## src/rtl/matmul_loader_if.sv

```systemverilog
// Word-stream handshake into the matmul loader (valid/ready).
// master = upstream word source, slave = loader.
interface matmul_loader_if #(
    parameter int DATA_WIDTH = 32
);
    logic [DATA_WIDTH-1:0] in_data;
    logic                  in_valid;
    logic                  in_ready;

    modport master (output in_data, output in_valid, input in_ready);
    modport slave  (input in_data, input in_valid, output in_ready);
endinterface

```

## src/rtl/matmul_loader.sv

```systemverilog
// Matmul operand loader: streams matrix X then matrix Y (row-major) into the
// operand memories, kicks the engine with a start pulse, waits for the rising
// edge of its done level and reports completion.
// Optional: MATMUL_LOADER_CHECKSUM_EN adds a running sum of all loaded words.
module matmul_loader #(
    parameter int DATA_WIDTH  = 32,
    parameter int ADDR_WIDTH  = 6,
    parameter int VECTOR_SIZE = 8     // N; N*N must equal 2**ADDR_WIDTH
) (
    input  logic                  clock,
    input  logic                  reset,
    input  logic                  go,
    output logic                  busy,
    output logic                  done,
    matmul_loader_if.slave        strm,
    output logic [DATA_WIDTH-1:0] x_din,
    output logic [ADDR_WIDTH-1:0] x_addr,
    output logic                  x_wr_en,
    output logic [DATA_WIDTH-1:0] y_din,
    output logic [ADDR_WIDTH-1:0] y_addr,
    output logic                  y_wr_en,
    output logic                  mm_start,
    input  logic                  mm_done
`ifdef MATMUL_LOADER_CHECKSUM_EN
    ,
    output logic [DATA_WIDTH-1:0] checksum
`endif
);
    localparam int WORDS = VECTOR_SIZE * VECTOR_SIZE;
    localparam logic [ADDR_WIDTH-1:0] LAST = ADDR_WIDTH'(WORDS - 1);

    typedef enum logic [2:0] {
        S_IDLE, S_LOAD_X, S_LOAD_Y, S_START, S_WAIT, S_FINISH
    } state_t;

    state_t                state, state_nxt;
    logic [ADDR_WIDTH-1:0] cnt, cnt_nxt;
    logic                  mm_done_q;
    logic                  xfer;
    logic                  load_x, load_y;

    assign load_x        = (state == S_LOAD_X);
    assign load_y        = (state == S_LOAD_Y);
    assign strm.in_ready = load_x | load_y;
    assign xfer          = strm.in_valid & strm.in_ready;

    // Memory writes are combinational from the accepted word; data and
    // address are forced to zero when not writing so idle buses stay quiet.
    assign x_wr_en  = load_x & strm.in_valid;
    assign y_wr_en  = load_y & strm.in_valid;
    assign x_addr   = load_x ? cnt : '0;
    assign y_addr   = load_y ? cnt : '0;
    assign x_din    = x_wr_en ? strm.in_data : '0;
    assign y_din    = y_wr_en ? strm.in_data : '0;
    assign busy     = (state != S_IDLE);
    assign done     = (state == S_FINISH);
    assign mm_start = (state == S_START);

    // State, word counter and engine-done history.
    always_ff @(posedge clock or negedge reset) begin
        if (!reset) begin
            state     <= S_IDLE;
            cnt       <= '0;
            mm_done_q <= 1'b0;
        end else begin
            state     <= state_nxt;
            cnt       <= cnt_nxt;
            mm_done_q <= mm_done;
        end
    end

    // Next-state and counter logic. The counter wraps naturally at N*N,
    // so the end of X leaves it at 0 ready for Y.
    always_comb begin
        state_nxt = state;
        cnt_nxt   = cnt;
        unique case (state)
            S_IDLE: begin
                if (go) begin
                    state_nxt = S_LOAD_X;
                    cnt_nxt   = '0;
                end
            end
            S_LOAD_X, S_LOAD_Y: begin
                if (xfer) begin
                    cnt_nxt = cnt + ADDR_WIDTH'(1);
                    if (cnt == LAST)
                        state_nxt = load_x ? S_LOAD_Y : S_START;
                end
            end
            S_START:  state_nxt = S_WAIT;
            // Only a fresh rising edge counts; a level left over from the
            // previous run is still high until the engine reacts to start.
            S_WAIT:   if (mm_done && !mm_done_q) state_nxt = S_FINISH;
            S_FINISH: state_nxt = S_IDLE;
            default:  state_nxt = S_IDLE;
        endcase
    end

`ifdef MATMUL_LOADER_CHECKSUM_EN
    // Running modulo-2**DATA_WIDTH sum of every accepted word; held after
    // the run until the next accepted go clears it.
    always_ff @(posedge clock or negedge reset) begin
        if (!reset)
            checksum <= '0;
        else if (state == S_IDLE && go)
            checksum <= '0;
        else if (xfer)
            checksum <= checksum + strm.in_data;
    end
`endif

endmodule
```

## src/flat_wrapper.sv

```systemverilog
// flat-port wrapper written by rule: the top's interface ports become plain ports
module matmul_loader_flat 
#(
    parameter int DATA_WIDTH  = 32,
    parameter int ADDR_WIDTH  = 6,
    parameter int VECTOR_SIZE = 8                                       
)
  (clock, reset, go, busy, done, x_din, x_addr, x_wr_en, y_din, y_addr, y_wr_en, mm_start, mm_done, strm_in_data, strm_in_valid, strm_in_ready);
  matmul_loader_if #(.DATA_WIDTH(DATA_WIDTH)) strm_i ();
  input  logic clock;
  input  logic reset;
  input  logic go;
  output logic busy;
  output logic done;
  output logic [DATA_WIDTH-1:0] x_din;
  output logic [ADDR_WIDTH-1:0] x_addr;
  output logic x_wr_en;
  output logic [DATA_WIDTH-1:0] y_din;
  output logic [ADDR_WIDTH-1:0] y_addr;
  output logic y_wr_en;
  output logic mm_start;
  input  logic mm_done;
  input wire logic [$bits(strm_i.in_data)-1:0] strm_in_data;
  input wire logic [$bits(strm_i.in_valid)-1:0] strm_in_valid;
  output wire logic [$bits(strm_i.in_ready)-1:0] strm_in_ready;
  assign strm_i.in_data = strm_in_data;
  assign strm_i.in_valid = strm_in_valid;
  assign strm_in_ready = strm_i.in_ready;
  matmul_loader #(.DATA_WIDTH(DATA_WIDTH), .ADDR_WIDTH(ADDR_WIDTH), .VECTOR_SIZE(VECTOR_SIZE)) u_core (.clock(clock), .reset(reset), .go(go), .busy(busy), .done(done), .strm(strm_i), .x_din(x_din), .x_addr(x_addr), .x_wr_en(x_wr_en), .y_din(y_din), .y_addr(y_addr), .y_wr_en(y_wr_en), .mm_start(mm_start), .mm_done(mm_done));
endmodule
```

## config.mk

```make
export PLATFORM = sky130hd
export DESIGN_NAME = matmul_loader_flat
export DESIGN_NICKNAME = d
export VERILOG_FILES = /design/src/rtl/matmul_loader_if.sv /design/src/rtl/matmul_loader.sv /design/src/flat_wrapper.sv
export SDC_FILE = /design/constraint.sdc
export NUM_CORES = 1
export LEC_CHECK = 0
export CAP_MARGIN = 5
export CORE_MARGIN = 2
export CORE_UTILIZATION = 28
export CTS_CLUSTER_SIZE = 28
export DETAILED_ROUTE_END_ITERATION = 7
export GPL_ROUTABILITY_DRIVEN = 0
export PLACE_DENSITY = 0.84
export SLEW_MARGIN = 20
export SYNTH_ARGS = -nofsm -noshare
export SYNTH_HDL_FRONTEND = slang
export SYNTH_SLANG_ARGS = --single-unit
```

## constraint.sdc

```tcl
create_clock -name clock -period 2.13 [get_ports clock]
set_clock_uncertainty 0.15 [all_clocks]
set_input_delay 0.3195 -clock clock [delete_from_list [all_inputs] [get_ports clock]]
set_output_delay 0.3195 -clock clock [all_outputs]
set_load 0.05 [all_outputs]
```

==> results.txt, run 1 <==
The sequential cell area fraction in the yosys report came out at 22.9%. Counting flops with a built-in enable in the synthesized netlist gives 0. At the worst endpoint, the arrival time is 1.68 ns. The count of nets left with antenna violations once routing finished came out at 0. The data required time of the worst path is 1.66 ns. The area occupied by multi-input gates came out at 885 um^2. The count of nets after finishing came out at 314. The die covers 4430 um^2. The final layout contains routed wiring with a total length of 7170 um. The analysis attributes to cell leakage a power of 1.44 nW. The global-route wire length before repair is 9490 um. The number of global-route vias before repair came out at 1685. The post-route minimum period is 2.15 ns.

In the final layout, flip-flops and latches occupy 254 um^2. The kind of critical path is input port to output pin. Setup violations remaining at the end of the flow were counted as 5.

The final-report max-slew violation count is 0. Sorting the synthesized cells by area gives the leading types as sky130_fd_sc_hd__and2_1 (43%), sky130_fd_sc_hd__dfrtp_1 (23%), sky130_fd_sc_hd__o21ai_0 (3.7%). The maximum buffer depth of the clock tree is 2. The post-synthesis net count is 189. The die boundary height came out at 66.5 um. The number of DRC violations after detailed-routing iteration 0 is 107. The number of standard-cell rows in the floorplan is 22. In this run the tool buffered the top-level ports with 118 buffer cells. The final critical-path setup slack is -0.0210 ns. The cell area after placement is 3210 um^2. The core occupancy in the finished layout is 90.8%. 0 antenna diodes ended up in the layout. The effective utilization at floorplan is 29.5%. Measured along the x axis, the die boundary spans 66.5 um. The synthesized design spends more area on one cell type than any other, namely sky130_fd_sc_hd__and2_1.

sky130_fd_sc_hd__and2_1 is the most common cell in the netlist. The flow ran to the end, but the final reports show violations. The portion of the clock cycle consumed by the worst path in the final layout came out at 101%.

The detail-routed via count per cell came out at 5.11. The post-placement worst setup slack came out at 0.00394 ns. The total iterations of the first detailed-routing run came out at 4. The area share of the largest cell type after synthesis is 42.9%. The path class of the tightest hold or removal check is input port to async pin. After synthesis, the netlist uses 32 different library cells.

The post-synthesis async set-or-reset flop share came out at 100%. Derived from the worst setup path, the maximum achievable clock frequency is 465 MHz. The worst setup path is captured at an output pin.

The fraction of final layout cells with drive strength greater than 1 is 53.6%. The total of hold buffers inserted after clock tree synthesis came out at 0. The total design power came out at 2.52 mW.

The initial antenna violation count was 0. The relative max-transition margin is 63.3%. The region available for standard cell placement spans 3720 um^2. The slew of the pin with the lowest slew margin came out at 0.548 ns.

Counting flops and latches in the post-synthesis netlist gives 10. The top-level I/O count came out at 119. The maximum number of pins on one net before global-route repair came out at 35. The number of max-cap violations is 0. The half-perimeter wire length after detailed placement came out at 5340 um. The post-synthesis to final-layout area growth is 208%. The global route total overflow is 0. The fill cell total of the finished layout is 134. The root buffer cell is sky130_fd_sc_hd__clkbuf_8. Setup repair after global routing could not meet its margin everywhere. The post-CTS clock slew at the launch and capture registers of the worst setup and hold paths is 0.05 ns.

The overall via count from detail_route is 1647. The peak supply drop came out at 0.000474 V. The synthesized area per cell is 7.25 um^2. The most common flop cell mapped by yosys is sky130_fd_sc_hd__dfrtp_1.

The clock reaches the later pin of the worst-skew pair after 0.24 ns. The post-route DRC violation count is 0. The number of sinks on the clock net is 10.

The checks that failed: setup timing. The H-tree depth reported by CTS is 1. Summing every instance area after synthesis gives 1090 um^2. The commonest cells after synthesis are sky130_fd_sc_hd__and2_1 (75), sky130_fd_sc_hd__dfrtp_1 (10), sky130_fd_sc_hd__clkbuf_1 (8), sky130_fd_sc_hd__o21ai_0 (8), sky130_fd_sc_hd__nand2_1 (7). The total count of hold-check failures in the final report came to 0.

The average detailed-routed wire length per instance is 22.3 um. The post-route cell area is 3370 um^2. The cell count after synthesis is 151. For this design the ratio of total power to cell area is 748 nW/um^2.

TritonCTS built the clock tree. STA classifies the critical path startpoint as an input port. Global routing used 29.2% of the available tracks across all layers. The synthesis warning total is 0.

The largest driver fanout on the critical path came out at 16. The total clock buffers created by CTS came out at 3.
state kept, by name (all words and copies together), names as in the netlist:
register / count
u_core.state: 3
u_core.cnt: 6
u_core.mm_done_q: 1
cells in the final DEF (no fill, tap or decap), drive strengths merged, types with 3 or more instances in the layout:
cell type and count:
o21ai 8, nand3 4, dfrtp 10, a21oi 3, nand2b 4, clkbuf 4
inv 3, buf 93, clkdlybuf4s50 36, or3 3, and2 75, nand2 7
nor3 3, nor2 6
power by group:
part	internal, mW	leakage, nW	switching (mW)
registers	0.249	0.120	0.0972
logic	0.904	1.30	1.07
clock network	0.124	0.0216	0.0767
routing by layer:
metal	track usage, %	wire (um)
met2	58.3	4050
met4	4.08	173
met1	30.9	2400
met5	0	0
met3	7.26	539
kinds of logic (layout without fill, tap and decap cells):
group	after synthesis	count (layout)	synth area share [%]
DFF	10	10	22.9
and+or+nand+nor	109	109	60.6
AOI/OAI and AO/OA	16	16	8.69
xor gates and xnor gates	1	1	0.800
muxes	1	1	1.03
buffers and inverters	13	136	4.91
adders and majority gates	1	1	1.14
through the flow:
step,TNS [ns],hold WS (ns),std cells
after floorplan,-0.0565,-0.126,151
after global placement,0,0.375,315
after detailed placement,0,0.410,315
after CTS,0,0.271,318
after global routing,-2.26,0.286,322
final,-0.0453,0.258,322
cell type report:
class / count / area share, %
Sequential cell: 10 / 7.53
Clock buffer: 3 / 1.22
Timing Repair Buffer: 130 / 62.9
Inverter: 3 / 0.334
Tap cell: 48 / 1.78
Multi-Input combinational cell: 128 / 26.2
what timing repair did:
action / 4_1_cts / 5_1_grt
gates resized for setup: 4 / 24
pin swaps: 0 / 1
endpoints found under the setup margin: 40 / 53
cloned: 0 / 1
setup buffers: 0 / 3
worst paths after layout:
check | from | to | slack (ns) | cells past startpoint
max | strm_in_valid | y_din[18] | -0.02 | 6
min in group clock | u_core.state[2]$_DFFE_PN0P_ | u_core.state[1]$_DFFE_PN0P_ | 0.44 | 1
min reg2reg | u_core.state[2]$_DFFE_PN0P_ | u_core.state[1]$_DFFE_PN0P_ | 0.44 | 1
max reg2reg | u_core.cnt[0]$_DFFE_PN0P_ | u_core.state[1]$_DFFE_PN0P_ | 0.07 | 5
max in group asynchronous | reset | u_core.state[2]$_DFFE_PN0P_ | 1.22 | 1
min | reset | u_core.cnt[4]$_DFFE_PN0P_ | 0.26 | 1
worst max-delay path: stages:
cell and delay (ns):
sky130_fd_sc_hd__clkdlybuf4s50_1 0.50, sky130_fd_sc_hd__nand2b_1 0.14, sky130_fd_sc_hd__nor2_4 0.18, sky130_fd_sc_hd__clkbuf_16 0.19
sky130_fd_sc_hd__and2_1 0.19, sky130_fd_sc_hd__buf_12 0.15
Power figures use the tool's default switching activity.
==> run 2: changes to the inputs <==
--- a/config.mk
+++ b/config.mk
@@ -5,7 +5,6 @@
 export SDC_FILE = /design/constraint.sdc
 export NUM_CORES = 1
 export LEC_CHECK = 0
-export CAP_MARGIN = 5
 export CORE_MARGIN = 2
 export CORE_UTILIZATION = 28
 export CTS_CLUSTER_SIZE = 28
==> results of run 2 <==
Same layout as run 1: the final DEF is identical, and so are final timing and power.
==> run 3: changes to the inputs <==
--- a/config.mk
+++ b/config.mk
@@ -5,12 +5,13 @@
 export SDC_FILE = /design/constraint.sdc
 export NUM_CORES = 1
 export LEC_CHECK = 0
+export ABC_AREA = 1
 export CORE_MARGIN = 2
 export CORE_UTILIZATION = 28
 export CTS_CLUSTER_SIZE = 28
 export DETAILED_ROUTE_END_ITERATION = 7
 export GPL_ROUTABILITY_DRIVEN = 0
-export PLACE_DENSITY = 0.84
+export PLACE_DENSITY = 0.83
 export SLEW_MARGIN = 20
 export SYNTH_ARGS = -nofsm -noshare
 export SYNTH_HDL_FRONTEND = slang
==> run 3 against run 2 <==
The run still ends with setup timing left; global-route usage is 2.5 points lower; cell count is 16% higher; die area is 1.1% higher; utilization is 3.3 points lower; via count is 6.4% higher; critical path type unchanged; maximum frequency is 0.74% higher; worst setup slack better by 0.016 ns; largest cell class unchanged.
==> results.txt, run 3 <==
Ranked by flip-flop count, first place goes to u_core.cnt. The number of global-route vias before repair is 1732. The post-CTS clock slew at the launch and capture registers of the worst setup and hold paths is 0.05 ns. The combinational family with the most area after synthesis is simple AND/OR/NAND/NOR gates. The run finished, with violations left. The largest driver fanout on the critical path is 27. Clock tree synthesis inserted a total of 3 buffers. The maximum buffer depth of the clock tree is 2. Timing would allow up to 468 MHz. The remaining antenna violation count is 0. Traced cell by cell, the critical path runs through clkdlybuf4s50_1, nand4_1, buf_4, nor2_1, buf_12. The area taken by flip-flops and latches is 250 um^2. The most common cell in the synthesized netlist is sky130_fd_sc_hd__nor2_1.

At the pin with the least slew margin, the transition time is 0.486 ns. In the synthesized netlist the dominant register cell turns out to be sky130_fd_sc_hd__dfrtp_1. STA classifies the critical path endpoint as an output pin. The peak supply drop came out at 0.00117 V. CTS placed an instance of sky130_fd_sc_hd__clkbuf_8 at the clock tree root. The total count of hold-check failures in the final report is 0. The checks that failed: setup timing. The count of nets after finishing came out at 367.

The number of DRC violations after detailed-routing iteration 0 came out at 74. The number of placed instances, taps included, is 372. The critical path data arrival time is 1.67 ns. The static leakage is 1.55 nW. Power spread over the standard cell area amounts to 931 nW/um^2. The top-level I/O count came out at 119.

Summed over all failing endpoints, the final setup total negative slack is -0.00514 ns. The total iterations of the first detailed-routing run is 4. The biggest area contributor in the post-synthesis netlist is sky130_fd_sc_hd__nor2_1. The maximum number of pins on one net before global-route repair is 36. The critical path's largest stage delay came out at 0.54 ns. The diode insertion count for antenna repair is 0. The die covers 4470 um^2.

After Yosys synthesis, full adders, half adders and majority gates account for 1.13% of the synthesized area. The relative max-transition margin came out at 67.4%. The cell count after synthesis came out at 209. The count of different cell masters after synthesis came out at 21.

For this run the aggregate overflow at the end of global routing stands at 0. The overall via count from detail_route came out at 1752. The final critical-path setup slack is -0.00514 ns. For the finished layout, the period the worst path requires is 2.14 ns. The post-synthesis to final-layout area growth is 196%. Setup violations remaining at the end of the flow were counted as 1. The area occupied by multi-input gates came out at 693 um^2. The total design power came out at 3.05 mW. In this run the cell area of the synthesized design comes to 1110 um^2. The simple-gate portion of the synthesized area is 52.4%. Dividing the detail-routed wire length by the instance count gives 15.8 um. The flip-flop count of the largest register after layout came out at 6. In this run the number of H-tree levels came out at 1. The CTS tree is done.

Sorting the synthesized cells by area gives the leading types as sky130_fd_sc_hd__nor2_1 (28%), sky130_fd_sc_hd__dfrtp_1 (23%), sky130_fd_sc_hd__inv_1 (14%). The register-to-register path setup slack is 0.50 ns. The share of synthesized area spent on multiplexers came out at 0%. Prior to clock tree synthesis, the placed netlist has a worst setup slack of -0.0105 ns. The area share of the largest cell type after synthesis is 27.8%. The tightest min-delay check is of the input port to async pin type.

The largest registers in the layout are u_core.cnt x6, u_core.state x3, u_core.mm_done_q x1. The effective utilization at floorplan is 29.6%. Data on the critical path is required at its endpoint by 1.66 ns.

The layout has 175 filler cells. The fraction of final layout cells with drive strength greater than 1 is 38.8%. The die boundary height came out at 66.9 um.

The critical path in this run is classified as input port to output pin. The post-synthesis net count is 247. The portion of the clock cycle consumed by the worst path in the final layout is 100%. The tool flagged a number of max-cap violations equal to 0.

The sequential cell area fraction in the yosys report is 22.6%. In the routed layout, each cell is associated on average with a via count of 4.67. The final-report max-slew violation count came to 0.

The total track usage came out at 26.7%. The share of the synthesized area in compound gates (AO/OA/AOI/OAI) came out at 3.28%. The half-perimeter wire length after detailed placement is 5020 um.

The synthesized area per cell is 5.30 um^2. Counting flops with an async set or reset pin after synthesis yields a share of 100%. The horizontal extent of the die is 66.9 um. The worst setup path is launched from an input port. The number of buffers inserted by port buffering came out at 118.

The first global-routing pass estimated 8860 um of wire. In the layout the commonest cells are sky130_fd_sc_hd__buf_12 (83), sky130_fd_sc_hd__nor2_1 (60), sky130_fd_sc_hd__inv_1 (42), sky130_fd_sc_hd__clkdlybuf4s50_1 (36), sky130_fd_sc_hd__nand2_1 (31). In this run the core area contains 22 standard-cell rows. The post-route DRC violation count came out at 0. The initial antenna violation count was 0. On the final layout, the worst hold slack is 0.252 ns. Leaving out fill and tap cells, the most frequent cell in the layout is sky130_fd_sc_hd__buf_12. The count of flip-flops with a built-in enable after synthesis is 0.

After the flow finishes, the layout carries non-filler instances totaling 375. The synthesis warning total is 0. The core region area is 3740 um^2.

Clock tree synthesis found a total of 10 sinks. The synthesis-stage register bit count came out at 10. The clock reaches the later pin of the worst-skew pair after 0.24 ns.

Ranked by instance count, the synthesized netlist is headed by sky130_fd_sc_hd__nor2_1 (82), sky130_fd_sc_hd__inv_1 (42), sky130_fd_sc_hd__nand2_1 (31). The cell with the biggest individual delay on the critical path is sky130_fd_sc_hd__clkdlybuf4s50_1. Setup repair after global routing could not meet its margin everywhere. The parity-gate share of the synthesized area counting xor and xnor cells came out at 0.791%. The total wire length after detailed routing came out at 5930 um.
[run 3: cell types whose count changed in the layout (fill, tap and decap cells not counted), moves of 5 or more]
cell,previous run,this run
sky130_fd_sc_hd__inv_1,3,42
sky130_fd_sc_hd__buf_4,10,3
sky130_fd_sc_hd__nor2_1,4,60
sky130_fd_sc_hd__and2_4,21,0
sky130_fd_sc_hd__o21ai_0,8,1
sky130_fd_sc_hd__nor2_2,1,22
sky130_fd_sc_hd__nand2_1,7,31
sky130_fd_sc_hd__and2_2,17,0
sky130_fd_sc_hd__and2_1,37,0
sky130_fd_sc_hd__inv_2,0,7
sky130_fd_sc_hd__nand3_1,3,8
[run 3: worst paths after layout]
| path | startpoint | to | depth (start not counted) |
|---|---|---|---|
| max | strm_in_valid | y_din[5] | 5 |
| min | reset | u_core.cnt[0]$_DFFE_PN0P_ | 1 |
| max reg2reg | u_core.state[2]$_DFFE_PN0P_ | u_core.cnt[1]$_DFFE_PN0P_ | 7 |
| min reg2reg | u_core.cnt[5]$_DFFE_PN0P_ | u_core.cnt[5]$_DFFE_PN0P_ | 2 |
| max in group asynchronous | reset | u_core.state[2]$_DFFE_PN0P_ | 1 |
| min in group clock | u_core.cnt[5]$_DFFE_PN0P_ | u_core.cnt[5]$_DFFE_PN0P_ | 2 |
[run 3: per-stage QoR]
step	cell area [um^2]	utilization [%]
4_1_cts	3220	86.0
5_1_grt	3270	87.4
6_report	3270	87.4
2_1_floorplan	1110	-
3_3_place_gp	3180	84.9
3_5_place_dp	3180	84.9
[run 3: cells by family after synthesis]
logic type / after synthesis
AOI/OAI and AO/OA: 5
and+or+nand+nor: 136
DFF: 10
adders and majority gates: 1
xor gates and xnor gates: 1
buffers and inverters: 56
[run 3: area by class of cell]
type	instances	area share [%]
Tap cell	48	1.83
Inverter	49	5.62
Clock buffer	3	1.26
Sequential cell	10	7.65
Timing Repair Buffer	122	62.5
Multi-Input combinational cell	143	21.2
[run 3: where the power goes]
| part | switching, mW | internal, mW |
|---|---|---|
| Clock | 0.0700 | 0.123 |
| Combinational | 1.51 | 1.05 |
| Sequential | 0.0628 | 0.233 |
| Total | 1.64 | 1.40 |
[run 3: what timing repair did]
action,CTS,global route
pin swaps,0,0
hold buffers,0,0
buffers inserted,0,0
endpoints found under the hold margin,0,0
endpoints found under the setup margin,2,42
gates resized for setup,0,22
[run 3: per-layer routing]
layer / vias to the layer above / global-route usage, % / part of all wire (%) / routed length [um]
li1: 846 / - / - / -
met1: 805 / 25.3 / 33 / 1940
met2: 82 / 52.3 / 54 / 3230
met3: 19 / 6.59 / 8.6 / 508
met4: 0 / 13.5 / 4.3 / 255
met5: - / 0 / 0 / 0
[run 3: worst max-delay path, delay by kind of cell]
family | cells | cell delay, ns
buffers and inverters | 3 | 0.97
and+or+nand+nor | 2 | 0.37
